**src/rtl/pattern_gen.sv**
```systemverilog
// VGA test-pattern generator: eight frame-synchronous patterns with a bouncing box
// and scrolling bars, colour registered two cycles after the pixel coordinates.
module pattern_gen #(
  parameter int R_BITS    = 3,
  parameter int G_BITS    = 3,
  parameter int B_BITS    = 2,
  parameter int H_ACTIVE  = 640,
  parameter int V_ACTIVE  = 480,
  parameter int BOX_SIZE  = 32,
  parameter int SPEED     = 4,
  parameter int CHK_LOG2  = 5,
  parameter int GRID_LOG2 = 6
) (
  input  logic                             clock,
  input  logic                             reset,
  input  logic [9:0]                       pixel_x,
  input  logic [9:0]                       pixel_y,
  input  logic                             active,
  input  logic [2:0]                       mode,
  input  logic [R_BITS+G_BITS+B_BITS-1:0]  solid_color,
  input  logic                             pause,
  output logic [R_BITS+G_BITS+B_BITS-1:0]  color_out,
  output logic                             frame_tick,
  output logic [15:0]                      frame_cnt
);

  localparam int CW = R_BITS + G_BITS + B_BITS;
  // Position arithmetic is kept wide enough that pos + SPEED or pos + BOX_SIZE never wraps.
  localparam int PW = 12;

  localparam logic [PW-1:0] H_L    = PW'(H_ACTIVE);
  localparam logic [PW-1:0] V_L    = PW'(V_ACTIVE);
  localparam logic [PW-1:0] H_LAST = PW'(H_ACTIVE - 1);
  localparam logic [PW-1:0] V_LAST = PW'(V_ACTIVE - 1);
  localparam logic [PW-1:0] BOX_L  = PW'(BOX_SIZE);
  localparam logic [PW-1:0] SPD    = PW'(SPEED);
  localparam logic [PW-1:0] X_MAX  = PW'(H_ACTIVE - BOX_SIZE);
  localparam logic [PW-1:0] Y_MAX  = PW'(V_ACTIVE - BOX_SIZE);
  localparam logic [CW-1:0] WHITE  = {CW{1'b1}};
  localparam logic [CW-1:0] BLACK  = {CW{1'b0}};

  typedef enum logic [2:0] {
    M_SOLID   = 3'd0,
    M_BARS    = 3'd1,
    M_CHECKER = 3'd2,
    M_GRAD    = 3'd3,
    M_GRID    = 3'd4,
    M_BOX     = 3'd5,
    M_SCROLL  = 3'd6,
    M_BLACK   = 3'd7
  } mode_e;

  // Bar index 0..7 for a coordinate already known to be inside the active width.
  function automatic logic [2:0] bar_idx(input logic [PW-1:0] xv);
    logic [2:0] idx;
    idx = 3'd0;
    for (int k = 1; k < 8; k++) begin
      if (xv >= PW'(k * (H_ACTIVE / 8))) begin
        idx = 3'(k);
      end else begin
        idx = idx;
      end
    end
    return idx;
  endfunction

  function automatic logic [CW-1:0] bar_color(input logic [2:0] idx);
    return {{R_BITS{idx[2]}}, {G_BITS{idx[1]}}, {B_BITS{idx[0]}}};
  endfunction

  // One bounce step along an axis; returns {new_dir, new_pos}. Left/top bound is
  // checked before subtracting so the position never underflows.
  function automatic logic [PW:0] axis_step(input logic [PW-1:0] pos, input logic dir,
                                            input logic [PW-1:0] lim);
    logic [PW:0] res;
    if (!dir) begin
      if (pos + SPD >= lim) begin
        res = {1'b1, lim};
      end else begin
        res = {1'b0, pos + SPD};
      end
    end else begin
      if (pos <= SPD) begin
        res = {1'b0, {PW{1'b0}}};
      end else begin
        res = {1'b1, pos - SPD};
      end
    end
    return res;
  endfunction

  logic [9:0]    prev_y_r;
  logic          tick_s;
  logic [9:0]    x1_r;
  logic [9:0]    y1_r;
  logic          act1_r;
  logic [2:0]    mode_q_r;
  logic [CW-1:0] sc_q_r;
  logic [PW-1:0] box_x_r;
  logic [PW-1:0] box_y_r;
  logic          dx_r;
  logic          dy_r;
  logic [PW-1:0] scroll_r;
  logic [15:0]   frame_cnt_r;
  logic          frame_tick_r;
  logic [CW-1:0] color_r;

  logic [PW:0]   x_step_s;
  logic [PW:0]   y_step_s;
  logic [PW-1:0] scroll_sum_s;
  logic [PW-1:0] scroll_nxt_s;
  logic [PW-1:0] x2_s;
  logic [PW-1:0] y2_s;
  logic [PW-1:0] xs_sum_s;
  logic [PW-1:0] xs_s;
  logic          in_box_s;
  logic          on_grid_s;
  logic [CW-1:0] color_s;

  assign color_out  = color_r;
  assign frame_tick = frame_tick_r;
  assign frame_cnt  = frame_cnt_r;

  // Frame start: first line 0 after a non-zero line.
  always_comb begin
    tick_s = (pixel_y == 10'd0) && (prev_y_r != 10'd0);
  end

  // Next animation state: box step and scroll advance.
  always_comb begin
    x_step_s     = axis_step(box_x_r, dx_r, X_MAX);
    y_step_s     = axis_step(box_y_r, dy_r, Y_MAX);
    scroll_sum_s = scroll_r + SPD;
    if (scroll_sum_s >= H_L) begin
      scroll_nxt_s = scroll_sum_s - H_L;
    end else begin
      scroll_nxt_s = scroll_sum_s;
    end
  end

  // Frame-synchronous state: latched mode/colour, box, scroll and frame counter.
  always_ff @(posedge clock) begin
    if (reset) begin
      mode_q_r    <= 3'd0;
      sc_q_r      <= BLACK;
      box_x_r     <= {PW{1'b0}};
      box_y_r     <= {PW{1'b0}};
      dx_r        <= 1'b0;
      dy_r        <= 1'b0;
      scroll_r    <= {PW{1'b0}};
      frame_cnt_r <= 16'd0;
    end else if (tick_s) begin
      mode_q_r <= mode;
      sc_q_r   <= solid_color;
      if (!pause) begin
        frame_cnt_r <= frame_cnt_r + 16'd1;
        box_x_r     <= x_step_s[PW-1:0];
        dx_r        <= x_step_s[PW];
        box_y_r     <= y_step_s[PW-1:0];
        dy_r        <= y_step_s[PW];
        scroll_r    <= scroll_nxt_s;
      end
    end
  end

  // Stage-2 colour selection from the stage-1 registered coordinates.
  always_comb begin
    x2_s     = PW'(x1_r);
    y2_s     = PW'(y1_r);
    xs_sum_s = x2_s + scroll_r;
    if (xs_sum_s >= H_L) begin
      xs_s = xs_sum_s - H_L;
    end else begin
      xs_s = xs_sum_s;
    end
    in_box_s  = (x2_s >= box_x_r) && (x2_s < box_x_r + BOX_L) &&
                (y2_s >= box_y_r) && (y2_s < box_y_r + BOX_L);
    on_grid_s = (x1_r[GRID_LOG2-1:0] == {GRID_LOG2{1'b0}}) ||
                (y1_r[GRID_LOG2-1:0] == {GRID_LOG2{1'b0}}) ||
                (x2_s == H_LAST) || (y2_s == V_LAST);
    color_s = BLACK;
    if (!act1_r || x2_s >= H_L || y2_s >= V_L) begin
      color_s = BLACK;
    end else begin
      case (mode_e'(mode_q_r))
        M_SOLID:   color_s = sc_q_r;
        M_BARS:    color_s = bar_color(bar_idx(x2_s));
        M_CHECKER: color_s = (x1_r[CHK_LOG2] ^ y1_r[CHK_LOG2]) ? WHITE : BLACK;
        M_GRAD:    color_s = {x1_r[7 -: R_BITS], y1_r[7 -: G_BITS],
                              x1_r[B_BITS:1] ^ y1_r[B_BITS:1]};
        M_GRID:    color_s = on_grid_s ? WHITE : BLACK;
        M_BOX:     color_s = in_box_s ? sc_q_r : BLACK;
        M_SCROLL:  color_s = bar_color(bar_idx(xs_s));
        M_BLACK:   color_s = BLACK;
        default:   color_s = BLACK;
      endcase
    end
  end

  // Two-stage pixel pipeline, frame tick register and line history.
  always_ff @(posedge clock) begin
    if (reset) begin
      prev_y_r     <= 10'd0;
      x1_r         <= 10'd0;
      y1_r         <= 10'd0;
      act1_r       <= 1'b0;
      frame_tick_r <= 1'b0;
      color_r      <= BLACK;
    end else begin
      prev_y_r     <= pixel_y;
      x1_r         <= pixel_x;
      y1_r         <= pixel_y;
      act1_r       <= active;
      frame_tick_r <= tick_s;
      color_r      <= color_s;
    end
  end

endmodule

```
**config.mk**
```make
export PLATFORM = sky130hd
export DESIGN_NAME = pattern_gen
export DESIGN_NICKNAME = d
export VERILOG_FILES = /design/src/rtl/pattern_gen.sv
export SDC_FILE = /design/constraint.sdc
export NUM_CORES = 1
export LEC_CHECK = 0
export ABC_AREA = 0
export CAP_MARGIN = 20
export CORE_MARGIN = 1.5
export CORE_UTILIZATION = 59
export CTS_CLUSTER_SIZE = 10
export DETAILED_ROUTE_END_ITERATION = 8
export PLACE_DENSITY_LB_ADDON = 0.2
export SLEW_MARGIN = 20
export SYNTH_ARGS = -nofsm -noshare
export SYNTH_HDL_FRONTEND = slang
export SYNTH_SLANG_ARGS = --single-unit
```
**constraint.sdc**
```tcl
create_clock -name clock -period 5.15 [get_ports clock]
set_input_delay 0.7725 -clock clock [delete_from_list [all_inputs] [get_ports clock]]
set_output_delay 0.7725 -clock clock [all_outputs]
set_load 0.01 [all_outputs]
```
==> flow_metrics.py, run 1 <==
metrics = {
    "finish": {
        "layout.cells.non_filler": 986,
        "final_util_pct": 69.1,
        "insertedDiodeCount": 0,
        "postLayoutCellArea_sq_um": 7160,
        "drive_gt1_share_pct": 5.18,
        "syn_to_final_growth_pct": 13.4,
        "fin_nets": 931,
        "final_cell_mix": "nor2_1, dfxtp_1, nand2_1",
        "layout_commonest_cell": "nor2_1",
        "fillCellCount": 866,
    },
    "placement": {
        "placed_cell_area_sq_um": 6960,
        "dpl.cell_count": 971,
        "numPortBuffers": 59,
        "dp_hpwl_um": 12000,
        "gp_congestion": 0.925,
    },
    "cts": {
        "clock_sinks": 89,
        "hold_buffers": 0,
        "cts_root_buf": "clkbuf_8",
        "cts_buffers": 9,
        "h-tree-depth": 3,
        "post_cts_resized": 0,
        "path_clk_slew_ns": 0.09,
        "clk_path_buf_depth": 2,
        "cts_tree": "yes",
        "worstSkewPairLatency_ns": 0.38,
        "cts_setup_buffers": 0,
    },
    "global_routing": {
        "grt_usage_pct": 30.9,
        "grt_pass1_wl_um": 28600,
        "antenna_found_initial": 0,
        "grt_pass1_vias": 6030,
        "grt_max_degree": 81,
        "grt_remaining_overflow": 0,
    },
    "setup_path": {
        "crit_chain": "ha_1, a21oi_1, o21ai_1, xor2_2, inv_2, ha_1, o31a_1, o21ai_0, o32a_1, o2111ai_1, a211oi_2, o211ai_1, o211a_1",
        "worstPathArrival_ns": 4.78,
        "critPathMaxFanout": 16,
        "max_stage_delay_ns": 0.61,
        "worstSetupEndpointType": "flip-flop",
        "worst_ep_required_time_ns": 5.42,
        "critPathLaunchType": "flip-flop",
        "path_common_cell": "ha_1",
        "crit_type": "reg -> reg",
        "critPathSlowestCell": "xor2_2",
    },
    "yosys": {
        "ys_seq_elements": 89,
        "synth-compound-area-share_pct": 21.9,
        "asyncSetResetFlopFracSynth_pct": 0,
        "synthSimpleGateAreaFrac_pct": 25.9,
        "synth_area_leaders": "dfxtp_1, ha_1, nor2_1",
        "synthMuxAreaShare_pct": 2.06,
        "synth_top_family_by_area": "simple AND/OR/NAND/NOR gates",
        "yosysTopAreaCell": "dfxtp_1",
        "synth_area_sq_um": 6320,
        "synth_fp_nets": 898,
        "syn-instance-count": 813,
        "synth_cell_types": 75,
        "seq_area_frac_synth_pct": 28.2,
        "synthFlopType": "dfxtp_1",
        "synthAdderAreaFrac_pct": 10.2,
        "yosys.area.top_type_share_pct": 28.2,
        "yosysWarnings": 0,
        "synth_xor_xnor_area_share_pct": 7.03,
        "syn_avg_cell_area_sq_um": 7.77,
        "synth_edf_count": 0,
    },
    "floorplan": {
        "start_util_pct": 60.9,
        "dieHeight_um": 106,
        "ios": 60,
        "core_area_sq_um": 10400,
        "die_w_um": 106,
        "die_area_sq_um": 11300,
        "fp-row-count": 37,
    },
    "min_path": {
        "min_path_type": "reg -> reg",
    },
    "timing": {
        "worst_pin_slew_ns": 0.871,
        "finalCriticalPeriod_ns": 4.51,
        "setup_viol": 0,
        "rsz0062_at_grt": "no",
        "drv_slew": 0,
        "slew_headroom_pct": 41.5,
        "finalSetupTns_ns": 0,
        "max_freq_ghz": 0.222,
        "hold_viol": 0,
        "clock-skew-final_ns": 0.0106,
        "min_period_over_period_pct": 87.6,
    },
    "run_status": {
        "status": "finished clean",
    },
    "route": {
        "drt_first_pass_iters": 5,
        "drt-initial-drc-count": 335,
        "ant_nets": 0,
        "vias": 6151,
        "wirelength_um": 16500,
        "drc": 0,
        "avgViaCountPerCell": 6.24,
        "wire_per_inst_um": 16.8,
    },
    "job": {
        "cap_violations": 0,
    },
    "pwr": {
        "ir_drop_mv": 0.210,
        "powerDensity_nw_per_um2": 190,
        "p_leak_nw": 2.65,
    },
}
==> flip-flops by register name, summed over array words and instances, names as in the netlist, 3 cells and up <==
signal and count:
mode_q_r 3, sc_q_r 8, y1_r 10, box_x_r 10, color_out 8, box_y_r 10, frame_cnt 16, x1_r 10
scroll_r 10
==> cell type report <==
| cell class | instances | area [sq um] | area share (%) |
|---|---|---|---|
| tap | 136 | 170 | 2.38 |
| clock buffer | 10 | 138 | 1.92 |
| timing repair buffer | 66 | 638 | 8.91 |
| inverter | 33 | 124 | 1.73 |
| multi-input combinational | 647 | 4250 | 59.3 |
| sequential | 89 | 1780 | 24.9 |
| clock inverter | 5 | 63.8 | 0.891 |
==> cell usage after synthesis (all sizes together), types with 4 or more instances <==
| cell type | number |
|---|---|
| o31ai | 5 |
| nand2 | 64 |
| nor2b | 28 |
| and2 | 6 |
| nand2b | 6 |
| nor3 | 24 |
| or2 | 6 |
| a32o | 5 |
| and3 | 7 |
| a21oi | 51 |
| a311oi | 7 |
| nand3 | 36 |
| a211oi | 16 |
| buf | 4 |
| o211ai | 8 |
| o21ai | 45 |
| or4 | 4 |
| nor2 | 95 |
| clkbuf | 40 |
| dfxtp | 89 |
| xor2 | 25 |
| mux2i | 13 |
| a221oi | 4 |
| a31oi | 14 |
| inv | 30 |
| nor4 | 15 |
| or3 | 9 |
| o22ai | 9 |
| ha | 49 |
| nand4 | 15 |
| xnor2 | 24 |
==> report_power, final <==
part | internal [mW] | switching, mW | leakage [nW] | total (mW)
registers | 0.697 | 0.0171 | 0.722 | 0.714
logic | 0.0658 | 0.0734 | 1.82 | 0.139
clock network | 0.240 | 0.266 | 0.105 | 0.507
==> critical path: cells and delay by family (launching register included) <==
kind            cells  cell delay (ns)
flops               1             0.59
buf+inv             1             0.20
xor+xnor            1             0.61
fa+ha+maj           2             0.87
compound gates      9             2.12
==> per-layer routing <==
| metal | up-vias | track usage [%] | wire, um |
|---|---|---|---|
| met5 | - | 0 | 0 |
| met4 | 0 | 10.4 | 279 |
| met2 | 219 | 51.8 | 7910 |
| li1 | 3025 | - | - |
| met1 | 2878 | 40.5 | 7290 |
| met3 | 29 | 5.03 | 1040 |
==> metrics by stage <==
step / total power [mW] / setup WS [ns] / hold slack, ns
after floorplan: 0.812 / 1.45 / 0.460
after global placement: 0.863 / 1.01 / 0.468
after detailed placement: 0.867 / 0.789 / 0.479
after CTS: 1.37 / 0.747 / 0.508
after global routing: 1.42 / 0.440 / 0.532
final: 1.36 / 0.641 / 0.508
==> path summary, 6_finish.rpt <==
| path | end | slack, ns | cells after the start | startpoint |
|---|---|---|---|---|
| min reg2reg | frame_cnt[15] | 0.51 | 2 | frame_cnt[15] |
| min | frame_cnt[15] | 0.51 | 2 | frame_cnt[15] |
| max reg2reg | color_out[3] | 0.64 | 13 | x1_r[6] |
| max | color_out[3] | 0.64 | 13 | x1_r[6] |
==> cell families after synthesis <==
family / after synthesis
mux: 13
compound gates: 204
xor+xnor: 49
simple gates: 330
flops: 89
buf+inv: 77
fa+ha+maj: 51
(Power assumes the default switching activity.)
==> run 2, diff against run 1 <==
Settings changed: CORE_UTILIZATION 59 to 53.
Clock period 5.15 ns to 3.65 ns, I/O delays scaled along.
==> run 2 against run 1 <==
Effect of this change:
- the flow now finishes with violations (design-rule violations)
- sequential share of layout area fell by 1.4 points
- wire length up 3.6%
- maximum frequency up 24%
- critical path depth stayed put
- combinational power grew 67%
- worst setup slack worse by 0.62 ns
- flip-flop and latch count is the same
==> flow_metrics.py, run 2 (same netlist as run 1, synthesis figures left out) <==
metrics = {
    "cts": {
        "cts_root_buf": "clkbuf_16",
        "clock_sinks": 89,
        "cts_tree": "yes",
        "worstSkewPairLatency_ns": 0.36,
        "cts_buffers": 9,
        "h-tree-depth": 3,
        "path_clk_slew_ns": 0.07,
        "clk_path_buf_depth": 2,
        "hold_buffers": 0,
    },
    "min_path": {
        "min_path_type": "reg -> reg",
    },
    "finish": {
        "syn_to_final_growth_pct": 20.3,
        "largest_reg_flops": 16,
        "final_util_pct": 66.0,
        "fillCellCount": 993,
        "final_cell_mix": "nor2_1, dfxtp_1, nand2_1",
        "fin_nets": 966,
        "insertedDiodeCount": 0,
        "layout_commonest_cell": "nor2_1",
        "layout.cells.non_filler": 1028,
        "drive_gt1_share_pct": 10.7,
    },
    "placement": {
        "numPortBuffers": 59,
        "dp_hpwl_um": 12500,
        "gp_congestion": 0.923,
        "dp_slack_ns": 0.0141,
        "dpl.cell_count": 1005,
    },
    "floorplan": {
        "core_area_sq_um": 11500,
        "start_util_pct": 54.8,
        "fp-row-count": 39,
        "die_w_um": 112,
        "dieHeight_um": 112,
        "die_area_sq_um": 12600,
        "ios": 60,
    },
    "timing": {
        "max_freq_ghz": 0.276,
        "drv_slew": 0,
        "clock-skew-final_ns": 0.00881,
        "hold_viol": 0,
        "worst_pin_slew_ns": 0.815,
        "finalCriticalPeriod_ns": 3.63,
        "setup_viol": 0,
        "slew_headroom_pct": 45.7,
        "final.setup.worst_slack_ns": 0.0244,
        "min_period_over_period_pct": 99.3,
    },
    "route": {
        "ant_nets": 0,
        "vias": 6343,
        "drt_first_pass_iters": 9,
        "wirelength_um": 17100,
        "wire_per_inst_um": 16.7,
        "avgViaCountPerCell": 6.17,
        "drc": 5,
        "drt-initial-drc-count": 573,
    },
    "setup_path": {
        "worstPathArrival_ns": 3.88,
        "crit_chain": "ha_2, fa_2, a211oi_4, o31ai_4, and4b_2, or2_1, buf_6, o311a_1, a311oi_2, o2111ai_2, a211oi_2, o211ai_1, o211a_1",
        "max_stage_delay_ns": 0.42,
        "critPathMaxFanout": 8,
        "critPathLaunchType": "flip-flop",
        "critPathBufInv": 1,
        "crit_type": "reg -> reg",
        "critPathSlowestCell": "fa_2",
        "worst_ep_required_time_ns": 3.90,
        "critPathTopFamily": "compound AO/OA/AOI/OAI gates",
        "worstSetupEndpointType": "flip-flop",
    },
    "pwr": {
        "p_leak_nw": 2.87,
        "ir_drop_mv": 0.264,
        "powerDensity_nw_per_um2": 279,
        "total_power_mw": 2.12,
    },
    "global_routing": {
        "grt_util_met3_pct": 4.48,
        "grt_pass1_wl_um": 28100,
        "grt_max_degree": 80,
        "grt_pass1_vias": 5957,
        "grt_remaining_overflow": 0,
        "busiest_layer": "met2",
        "grt_usage_pct": 27.1,
        "use_met2_pct": 46.1,
        "use_met1_pct": 34.7,
        "antenna_found_initial": 0,
    },
    "run_status": {
        "status": "finished, violations left",
        "violations": "design-rule violations",
    },
    "job": {
        "cap_violations": 0,
    },
}
-- run 2: cell types whose count changed in the layout (fill, tap and decap cells not counted), sizes merged --
cell / before / now
clkbuf: 10 / 9
inv: 32 / 33
buf: 8 / 43
clkinv: 5 / 3
bufinv: 1 / 0
clkinvlp: 0 / 3
-- run 2: worst register-to-register path, cell delays in order (launching register included) --
cell,delay (ns)
dfxtp_2,0.32
ha_2,0.19
fa_2,0.42
a211oi_4,0.32
o31ai_4,0.13
and4b_2,0.24
or2_1,0.24
buf_6,0.15
o311a_1,0.31
a311oi_2,0.29
o2111ai_2,0.20
a211oi_2,0.38
o211ai_1,0.18
o211a_1,0.17
-- run 2: metrics by stage --
step	hold WS, ns	TNS, ns	cell area (sq um)
floorplan	0.460	0	6320
global placement	0.468	0	7190
detailed placement	0.487	0	7190
CTS	0.506	0	7470
global route	0.506	-0.207	7600
finish	0.499	0	7600
-- run 2: where the power goes --
group          switching (mW)  leakage, nW  total, mW  internal, mW
clock                   0.421        0.126      0.888         0.467
sequential             0.0146        0.724      0.998         0.983
combinational           0.123         2.02      0.232         0.109
total                   0.558         2.87       2.12          1.56
-- run 2: final timing paths --
kind / startpoint / end / slack [ns] / cells past startpoint
worst min-delay path: frame_cnt[15] / frame_cnt[15] / 0.50 / 2
worst min register to register: frame_cnt[15] / frame_cnt[15] / 0.50 / 2
worst max register to register: scroll_r[2] / color_out[2] / 0.02 / 13
worst max-delay path: scroll_r[2] / color_out[2] / 0.02 / 13
-- run 2: repair_timing --
item                                    in CTS  in global routing
endpoints found under the setup margin       3                  8
cloned                                       0                  0
pin swaps                                    1                 13
setup buffers                                0                  8
endpoints found under the hold margin        0                  0
resized for setup                            1                 17
-- run 2: final cells by class --
cell class                 count  area (sq um)  share of cell area [%]
clock buffer                   9           225                    2.96
tap                          143           179                    2.35
inverter                      33           124                    1.63
clock inverter                 6          51.3                   0.675
multi-input combinational    647          4320                    56.8
timing repair buffer         101           917                    12.1
sequential                    89          1790                    23.5
-- run 2: metal layers --
layer	wire [um]	up-vias
met2	8350	177
met3	789	31
li1	-	3091
met1	7610	3044
met4	370	0
met5	0	-
